<file path="src/rtl/adder_result_fifo_if.sv">
// Result stream from adder_result_fifo to its consumer.
//   out_valid : FIFO holds at least one entry
//   out_ready : consumer takes the head entry this cycle
//   out_data  : head entry (don't-care while out_valid=0)
// master = FIFO side, slave = consumer side.
interface adder_result_fifo_if #(
    parameter int C_WIDTH = 7
);
    logic               out_valid;
    logic               out_ready;
    logic [C_WIDTH-1:0] out_data;

    modport master (output out_valid, output out_data, input out_ready);
    modport slave  (input out_valid, input out_data, output out_ready);
endinterface

</file>
<file path="src/rtl/adder_result_fifo.sv">
// adder_result_fifo
// Captures each valid adder result one cycle after the adder's valid strobe,
// buffers it in a DEPTH-entry circular FIFO and hands it to a consumer over
// a valid/ready stream. Also keeps a running sum of accepted results and a
// sticky flag for results dropped because the FIFO was full.
// Ports:
//   clk, reset  clock, asynchronous active-high reset
//   in_valid    valid strobe that drives the adder (result follows next cycle)
//   c           adder result
//   clear       synchronous clear of acc/overflow (FIFO untouched)
//   rd          result stream (master modport)
//   count       occupied entries
//   acc         modulo-2^ACC_WIDTH sum of accepted results
//   overflow    sticky: a result was dropped
module adder_result_fifo #(
    parameter int DEPTH     = 4,
    parameter int C_WIDTH   = 7,
    parameter int ACC_WIDTH = 12,
    localparam int CNT_W    = $clog2(DEPTH + 1),
    localparam int PTR_W    = $clog2(DEPTH)
) (
    input  logic                 clk,
    input  logic                 reset,
    input  logic                 in_valid,
    input  logic [C_WIDTH-1:0]   c,
    input  logic                 clear,
    adder_result_fifo_if.master  rd,
    output logic [CNT_W-1:0]     count,
    output logic [ACC_WIDTH-1:0] acc,
    output logic                 overflow
);
    localparam logic [CNT_W-1:0] CNT_ONE  = CNT_W'(1);
    localparam logic [CNT_W-1:0] CNT_LAST = CNT_W'(DEPTH - 1);

    typedef enum logic [1:0] {S_EMPTY, S_PARTIAL, S_FULL} state_t;

    state_t             state, state_nxt;
    logic               cap_pend;
    logic [PTR_W-1:0]   wr_ptr, rd_ptr;
    logic [C_WIDTH-1:0] mem [DEPTH];
    logic               pop, push, drop;

    // out_ready only feeds the full check, never out_valid, so a push can
    // land in a full FIFO in the same cycle the head leaves.
    assign pop  = rd.out_valid && rd.out_ready;
    assign push = cap_pend && ((state != S_FULL) || pop);
    assign drop = cap_pend && (state == S_FULL) && !pop;

    assign rd.out_data = mem[rd_ptr];

    // c is only meaningful the cycle after in_valid was sampled.
    always_ff @(posedge clk or posedge reset) begin
        if (reset) cap_pend <= 1'b0;
        else       cap_pend <= in_valid;
    end

    always_ff @(posedge clk) begin
        if (push) mem[wr_ptr] <= c;
    end

    // DEPTH is a power of two, so pointer wrap is natural overflow.
    always_ff @(posedge clk or posedge reset) begin
        if (reset) begin
            wr_ptr <= '0;
            rd_ptr <= '0;
            count  <= '0;
        end else begin
            if (push) wr_ptr <= PTR_W'(wr_ptr + 1'b1);
            if (pop)  rd_ptr <= PTR_W'(rd_ptr + 1'b1);
            if (push && !pop)      count <= CNT_W'(count + 1'b1);
            else if (pop && !push) count <= CNT_W'(count - 1'b1);
        end
    end

    always_ff @(posedge clk or posedge reset) begin
        if (reset) state <= S_EMPTY;
        else       state <= state_nxt;
    end

    always_comb begin
        state_nxt    = state;
        rd.out_valid = (state != S_EMPTY);
        case (state)
            S_EMPTY:   if (push) state_nxt = S_PARTIAL;
            S_PARTIAL: begin
                if (push && !pop && count == CNT_LAST)     state_nxt = S_FULL;
                else if (pop && !push && count == CNT_ONE) state_nxt = S_EMPTY;
            end
            S_FULL:    if (pop && !push) state_nxt = S_PARTIAL;
            default:   state_nxt = S_EMPTY;
        endcase
    end

    // Clear and a same-cycle accepted push: the sum restarts at that result.
    // A dropped push sets overflow even while clear is asserted.
    always_ff @(posedge clk or posedge reset) begin
        if (reset) begin
            acc      <= '0;
            overflow <= 1'b0;
        end else begin
            if (clear)     acc <= push ? ACC_WIDTH'(c) : '0;
            else if (push) acc <= ACC_WIDTH'(acc + ACC_WIDTH'(c));
            if (drop)       overflow <= 1'b1;
            else if (clear) overflow <= 1'b0;
        end
    end
endmodule

</file>
<file path="src/flat_wrapper.sv">
// flat-port wrapper written by rule: the top's interface ports become plain ports
module adder_result_fifo_flat 
#(
    parameter int DEPTH     = 4,
    parameter int C_WIDTH   = 7,
    parameter int ACC_WIDTH = 12,
    localparam int CNT_W    = $clog2(DEPTH + 1),
    localparam int PTR_W    = $clog2(DEPTH)
)
  (clk, reset, in_valid, c, clear, count, acc, overflow, rd_out_valid, rd_out_data, rd_out_ready);
  adder_result_fifo_if #(.C_WIDTH(C_WIDTH)) rd_i ();
  input  logic clk;
  input  logic reset;
  input  logic in_valid;
  input  logic [C_WIDTH-1:0] c;
  input  logic clear;
  output logic [CNT_W-1:0] count;
  output logic [ACC_WIDTH-1:0] acc;
  output logic overflow;
  output wire logic [$bits(rd_i.out_valid)-1:0] rd_out_valid;
  output wire logic [$bits(rd_i.out_data)-1:0] rd_out_data;
  input wire logic [$bits(rd_i.out_ready)-1:0] rd_out_ready;
  assign rd_out_valid = rd_i.out_valid;
  assign rd_out_data = rd_i.out_data;
  assign rd_i.out_ready = rd_out_ready;
  adder_result_fifo #(.DEPTH(DEPTH), .C_WIDTH(C_WIDTH), .ACC_WIDTH(ACC_WIDTH)) u_core (.clk(clk), .reset(reset), .in_valid(in_valid), .c(c), .clear(clear), .rd(rd_i), .count(count), .acc(acc), .overflow(overflow));
endmodule
</file>
<file path="config.mk">
export PLATFORM = sky130hd
export DESIGN_NAME = adder_result_fifo_flat
export DESIGN_NICKNAME = d
export VERILOG_FILES = /design/src/rtl/adder_result_fifo_if.sv /design/src/rtl/adder_result_fifo.sv /design/src/flat_wrapper.sv
export SDC_FILE = /design/constraint.sdc
export NUM_CORES = 1
export LEC_CHECK = 0
export BUFFER_PORTS_ARGS = -buffer_cell sky130_fd_sc_hd__buf_2
export CORE_MARGIN = 4
export CORE_UTILIZATION = 55
export DETAILED_ROUTE_END_ITERATION = 10
export GPL_TIMING_DRIVEN = 0
export PLACE_DENSITY = 0.77
export SLEW_MARGIN = 15
export SYNTH_ARGS = -nofsm -noshare
export SYNTH_HDL_FRONTEND = slang
export SYNTH_SLANG_ARGS = --single-unit
</file>
<file path="constraint.sdc">
create_clock -name clk -period 4.3 [get_ports clk]
set_input_delay 0.645 -clock clk [delete_from_list [all_inputs] [get_ports clk]]
set_output_delay 0.645 -clock clk [all_outputs]
set_load 0.1 [all_outputs]
</file>
Yosys cells after proc, flatten, opt, wreduce, memory -nomap -nowiden
Memory sizes are Yosys's and may differ from the RTL's.
Cells that the tools add are included.
{"block": "word_totals", "ram_bits": 28, "elab_cells": 52, "input_bits": 12, "memories": 1, "out_inout_bits": 24, "reg_bits": 23}
{"memory": "u_core.mem", "depth": 4, "word_bits": 7, "read_ports": 1, "rd_ports_with_merged_regs": 0, "wr": 1, "line": "adder_result_fifo.sv:40", "rtl": "logic [C_WIDTH-1:0] mem [DEPTH];"}
{"block": "op_classes", "mux": 14, "n_reduce_logical": 17, "n_addsub": 5, "n_eq_ne": 8}
{"op": "$mux W12", "n": 2}
{"op": "$add A12 B7 Y12", "n": 1}
{"op": "$logic_and A1 B1 Y1", "n": 8}
{"op": "$mux W2", "n": 4}
{"op": "$reduce_bool A2 Y1", "n": 4}
{"op": "$mux W7", "n": 1}
{"op": "$mux W3", "n": 2}
{"op": "$pmux W2 S3", "n": 1}
{"op": "$add A2 B1 Y2 const B", "n": 2}
{"op": "$mux W1", "n": 4}
{"op": "$ne A2 B2 Y1 const B", "n": 2}
{"op": "$add A3 B1 Y3 const B", "n": 1}
{"op": "$eq A3 B1 Y1 const B", "n": 1}
{"op": "$eq A3 B2 Y1 const B", "n": 1}
{"op": "$ne A3 B1 Y1 const B", "n": 1}
{"op": "$reduce_and A3 Y1", "n": 1}
{"op": "$sub A3 B1 Y3 const B", "n": 1}
{"op": "$eq A2 B1 Y1 const B", "n": 1}
{"op": "$eq A2 B2 Y1 const B", "n": 1}
{"op": "$logic_not A1 Y1", "n": 2}
{"op": "$logic_not A2 Y1", "n": 1}
{"op": "$ne A2 B1 Y1 const B", "n": 1}
{"op": "$logic_or A1 B1 Y1", "n": 1}

Longest topological paths before layout
{"block": "logic_depth", "ltp_word": 10, "mapped_depth": 10, "depth_no_buf": 8}

Least setup slack after synthesis
No wires, ideal clock.
{"block": "synth_path", "kind": "register to register", "startpoint": "register u_core.acc[0]", "endpoint": "register u_core.acc[10]", "path_stages_with_launch": 9, "setup_slack_ns": 1.781, "required_time_ns": 4.168, "arrival_ns": 2.387, "period_less_slack_ns": 2.519, "n_path_buf": 0, "setup_time_ns": 0.132, "path_cell_list": "dfrtp_1 ha_1 inv_1 fa_1 nor2b_1 o31ai_1 a211oi_1 xnor2_1 nor2_1"}
{"block": "synth_via", "elab_chain_len": 3}
{"element": "start: declaration", "line": "adder_result_fifo.sv:29", "rtl": "output logic [ACC_WIDTH-1:0] acc,"}
{"element": "start signal: assignment", "line": "adder_result_fifo.sv:101", "rtl": "if (clear) acc <= push ? ACC_WIDTH'(c) : '0;"}
{"element": "start signal: assignment", "line": "adder_result_fifo.sv:102", "rtl": "else if (push) acc <= ACC_WIDTH'(acc + ACC_WIDTH'(c));"}
{"element": "$add A12 B7 Y12", "line": "adder_result_fifo.sv:102"}
{"element": "$mux W12", "line": "adder_result_fifo.sv:102"}
{"element": "$mux W12", "line": "adder_result_fifo.sv:101"}
Every way passes these cells. The select of a mux whose other input is x is not followed.
A chain may end at the register's enable or synchronous reset.

Worst setup path after layout
{"block": "layout_path", "startpoint": "register u_core.rd_ptr[0]", "endpoint": "output rd_out_data[0]"}
{"block": "layout_via", "elab_chain_len": 1}
{"element": "start: declaration", "line": "adder_result_fifo.sv:39", "rtl": "logic [PTR_W-1:0] wr_ptr, rd_ptr;"}
{"element": "start signal: assignment", "line": "adder_result_fifo.sv:69", "rtl": "if (pop) rd_ptr <= PTR_W'(rd_ptr + 1'b1);"}
{"element": "$mem_v2 Z4 W7"}
{"element": "end: declaration", "line": "flat_wrapper.sv:21", "rtl": "output wire logic [$bits(rd_i.out_data)-1:0] rd_out_data;"}
Every way passes these cells.

==> flow_metrics.env <==
export IMPL_status="finished, final reports clean"
export IMPL_place_congestion=0.856
export IMPL_p_leak_nw=1.26
export IMPL_fin_crit_sh_pct=62.8
export IMPL_worstSkewPairLatency_ns=0.30
export IMPL_stdcell_area_mm2=0.00292
export IMPL_layout_setup_ws_ns=1.60
export IMPL_synth_avg_cell_area_um2=12.5
export IMPL_async_flop_share_pct=45.1
export IMPL_fin_util_pct=65.7
export IMPL_dieArea_mm2=0.00584
export IMPL_cts_hold_buffers=0
export IMPL_dp_hpwl_mm=3.48
export IMPL_postRouteWirelength_mm=4.75
export IMPL_synth_ff_type="edfxtp_1"
export IMPL_wl_per_cell_um=15.8
export IMPL_synth_warnings=0
export IMPL_ios=36
export IMPL_power_per_cell_area_mw_per_mm2=714
export IMPL_cts_max_level=2
export IMPL_num_rows=24
export IMPL_viasPerCell=5.58
export IMPL_core_area_mm2=0.00444
export IMPL_dieHeight_um=76.4
export IMPL_final_net_count=277
export IMPL_dieWidth_um=76.4
export IMPL_cp_end_kind="output pin"
export IMPL_drt_iter0_markers=68
export IMPL_worst_r2r_setup_slack_ns=2.13
export IMPL_grt_overflow=0
export IMPL_clockRootBuffer="clkbuf_8"
export IMPL_critPathArrivalTime_ns=2.06
export IMPL_placed_area_mm2=0.00281
export IMPL_cts_sinks=51
export IMPL_fin_setup_tns_ns=0
export IMPL_drive_gt1_share_pct=24.2
export IMPL_antenna_found_initial=0
export IMPL_maxCapViolations=0
export IMPL_antennaDiodeCount=0
export IMPL_worst_slew_pin_slew_ns=0.905
export IMPL_port_buffers=34
export IMPL_criticalPathCategory="reg2out"
export IMPL_drt_pass1_iter_count=4
export IMPL_synth_distinct_cells=43
export IMPL_yosysSeqAreaShare_pct=55.1
export IMPL_final_min_clock_period_ns=2.70
export IMPL_cts_clk_slew_worst_paths_ns=0.09
export IMPL_start_kind="flip-flop"
export IMPL_ant_nets=0
export IMPL_syn2layout_area_growth_pct=13.5
export IMPL_dp_slack_ns=1.80
export IMPL_first_global_vias=1688
export IMPL_report_final_hold_viol_count=0
export IMPL_grt_first_pass_wirelength_mm=8.13
export IMPL_setup_viol=0
export IMPL_postCtsSetupBuffers=0
export IMPL_cts_resized=0
export IMPL_required_ns=3.65
export IMPL_ys_ff_latch=51
export IMPL_cts_buffer_depth=2
export IMPL_hold_class="in2reg"
export IMPL_grt_start_max_net_pins=24
export IMPL_vias=1675
export IMPL_max_slew_margin_pct=39.6
export IMPL_crit_fanout=9
export IMPL_synthCells=206
export IMPL_synth_fp_nets=236
export IMPL_initial_utilization_pct=57.9
export IMPL_drc=0
export IMPL_hold_ws_ns=0.441
export IMPL_drv_slew=0
export IMPL_rsz0062_at_grt="false"
export IMPL_fin_skew_ns=0.00299
export IMPL_fmax_mhz=370
export IMPL_synth_edf_count=28
export IMPL_irDropWorstVdd_mv=0.406
export IMPL_cts_buffers=5
export IMPL_syn_area_mm2=0.00257
export IMPL_groute_usage_overall_pct=17.4
export IMPL_cts_tree="built"
==> cell usage after synthesis, types with 4 or more instances <==
master | n | share of area [%]
edfxtp_1 | 28 | 33
dfrtp_1 | 23 | 22
ha_1 | 17 | 8.3
nor2_1 | 15 | 2.2
inv_1 | 12 | 1.8
o21ai_0 | 11 | 2.1
nand2_1 | 10 | 1.5
a21oi_1 | 7 | 1.4
mux4_2 | 7 | 6.1
nand3_1 | 6 | 1.2
xnor2_1 | 6 | 2.0
and3_1 | 5 | 1.2
nor2b_1 | 5 | 1.2
a211oi_1 | 4 | 1.2
mux2i_1 | 4 | 1.6
nor3_1 | 4 | 0.78
nor3b_1 | 4 | 1.2
o21ai_1 | 4 | 0.78
==> final cells by class <==
cell class	instances	area, um2
plain buffers	9	65.1
clock buffers	5	68.8
clock inverters	3	43.8
fillers	345	1520
inverters	13	53.8
multi-input cells	133	1040
flip-flops and latches	51	1420
well taps	52	65.1
repair buffers	34	170
==> layout by cell type, fill, tap and decap left out, types with 2 or more instances in the layout <==
cell type,count
nor3b_1,4
xor2_1,3
nor2b_1,5
o21ai_0,11
mux4_2,7
dfrtp_1,23
nand4_1,2
clkbuf_8,5
edfxtp_1,28
a31oi_1,3
nor3_1,4
nand3_1,6
o21ai_1,4
a21oi_1,7
buf_2,37
ha_1,17
clkinv_4,2
nor2_1,15
clkbuf_1,2
nand2_1,10
xnor2_1,6
a211oi_1,4
mux2i_1,4
inv_1,12
and3_1,5
o211ai_1,2
==> critical path, stage by stage, from the launching register on <==
cell	delay (ns)
dfrtp_1	0.33
clkbuf_1	0.52
mux4_2	0.59
buf_2	0.31
==> per-stage QoR <==
step | instances | power, W
6_report | 300 | 0.00209
5_1_grt | 300 | 0.00220
4_1_cts | 300 | 0.00210
3_5_place_dp | 292 | 0.00177
3_3_place_gp | 292 | 0.00175
2_1_floorplan | 206 | 0.00161
==> metal layers <==
layer | track usage, % | vias up | wire length [um]
li1 | - | 823 | -
met1 | 22.9 | 817 | 2200
met2 | 29.5 | 29 | 2320
met3 | 4.14 | 6 | 190
met4 | 3.80 | 0 | 38
met5 | 0 | - | 0
==> path summary, 6_finish.rpt <==
| path | start | endpoint | cells past startpoint |
|---|---|---|---|
| setup / recovery | u_core.rd_ptr[0] | rd_out_data[0] | 3 |
| hold / removal | in_valid | u_core.cap_pend | 1 |
| setup reg to reg | u_core.state[0] | u_core.count[2] | 9 |
| hold reg to reg | u_core.count[0] | u_core.count[0] | 1 |
| max in group asynchronous | reset | u_core.state[0] | 2 |
| min in group asynchronous | reset | u_core.overflow | 2 |
==> power breakdown <==
part           leakage, nW  internal (W)  switching [W]
clock               0.0581      0.000173       0.000155
combinational        0.652      0.000255       0.000820
sequential           0.549      0.000626      0.0000561
==> sequential cells by signal, summed over array words and instances (netlist names) <==
name,count
u_core.rd_ptr,2
u_core.acc,12
u_core.count,3
u_core.state,2
u_core.wr_ptr,2
u_core.overflow,1
u_core.cap_pend,1
u_core.mem,28
==> kinds of logic (layout without fill, tap and decap cells) <==
logic type | Yosys count | in the layout | synth area share (%)
and+or+nand+nor | 57 | 57 | 11.5
DFF | 51 | 51 | 55.1
AOI/OAI and AO/OA | 37 | 37 | 8.61
buffers and inverters | 22 | 64 | 4.62
adders and majority gates | 18 | 18 | 9.05
muxes | 12 | 12 | 8.12
xor gates and xnor gates | 9 | 9 | 3.06
No activity file was read; power rests on OpenSTA's default activity.
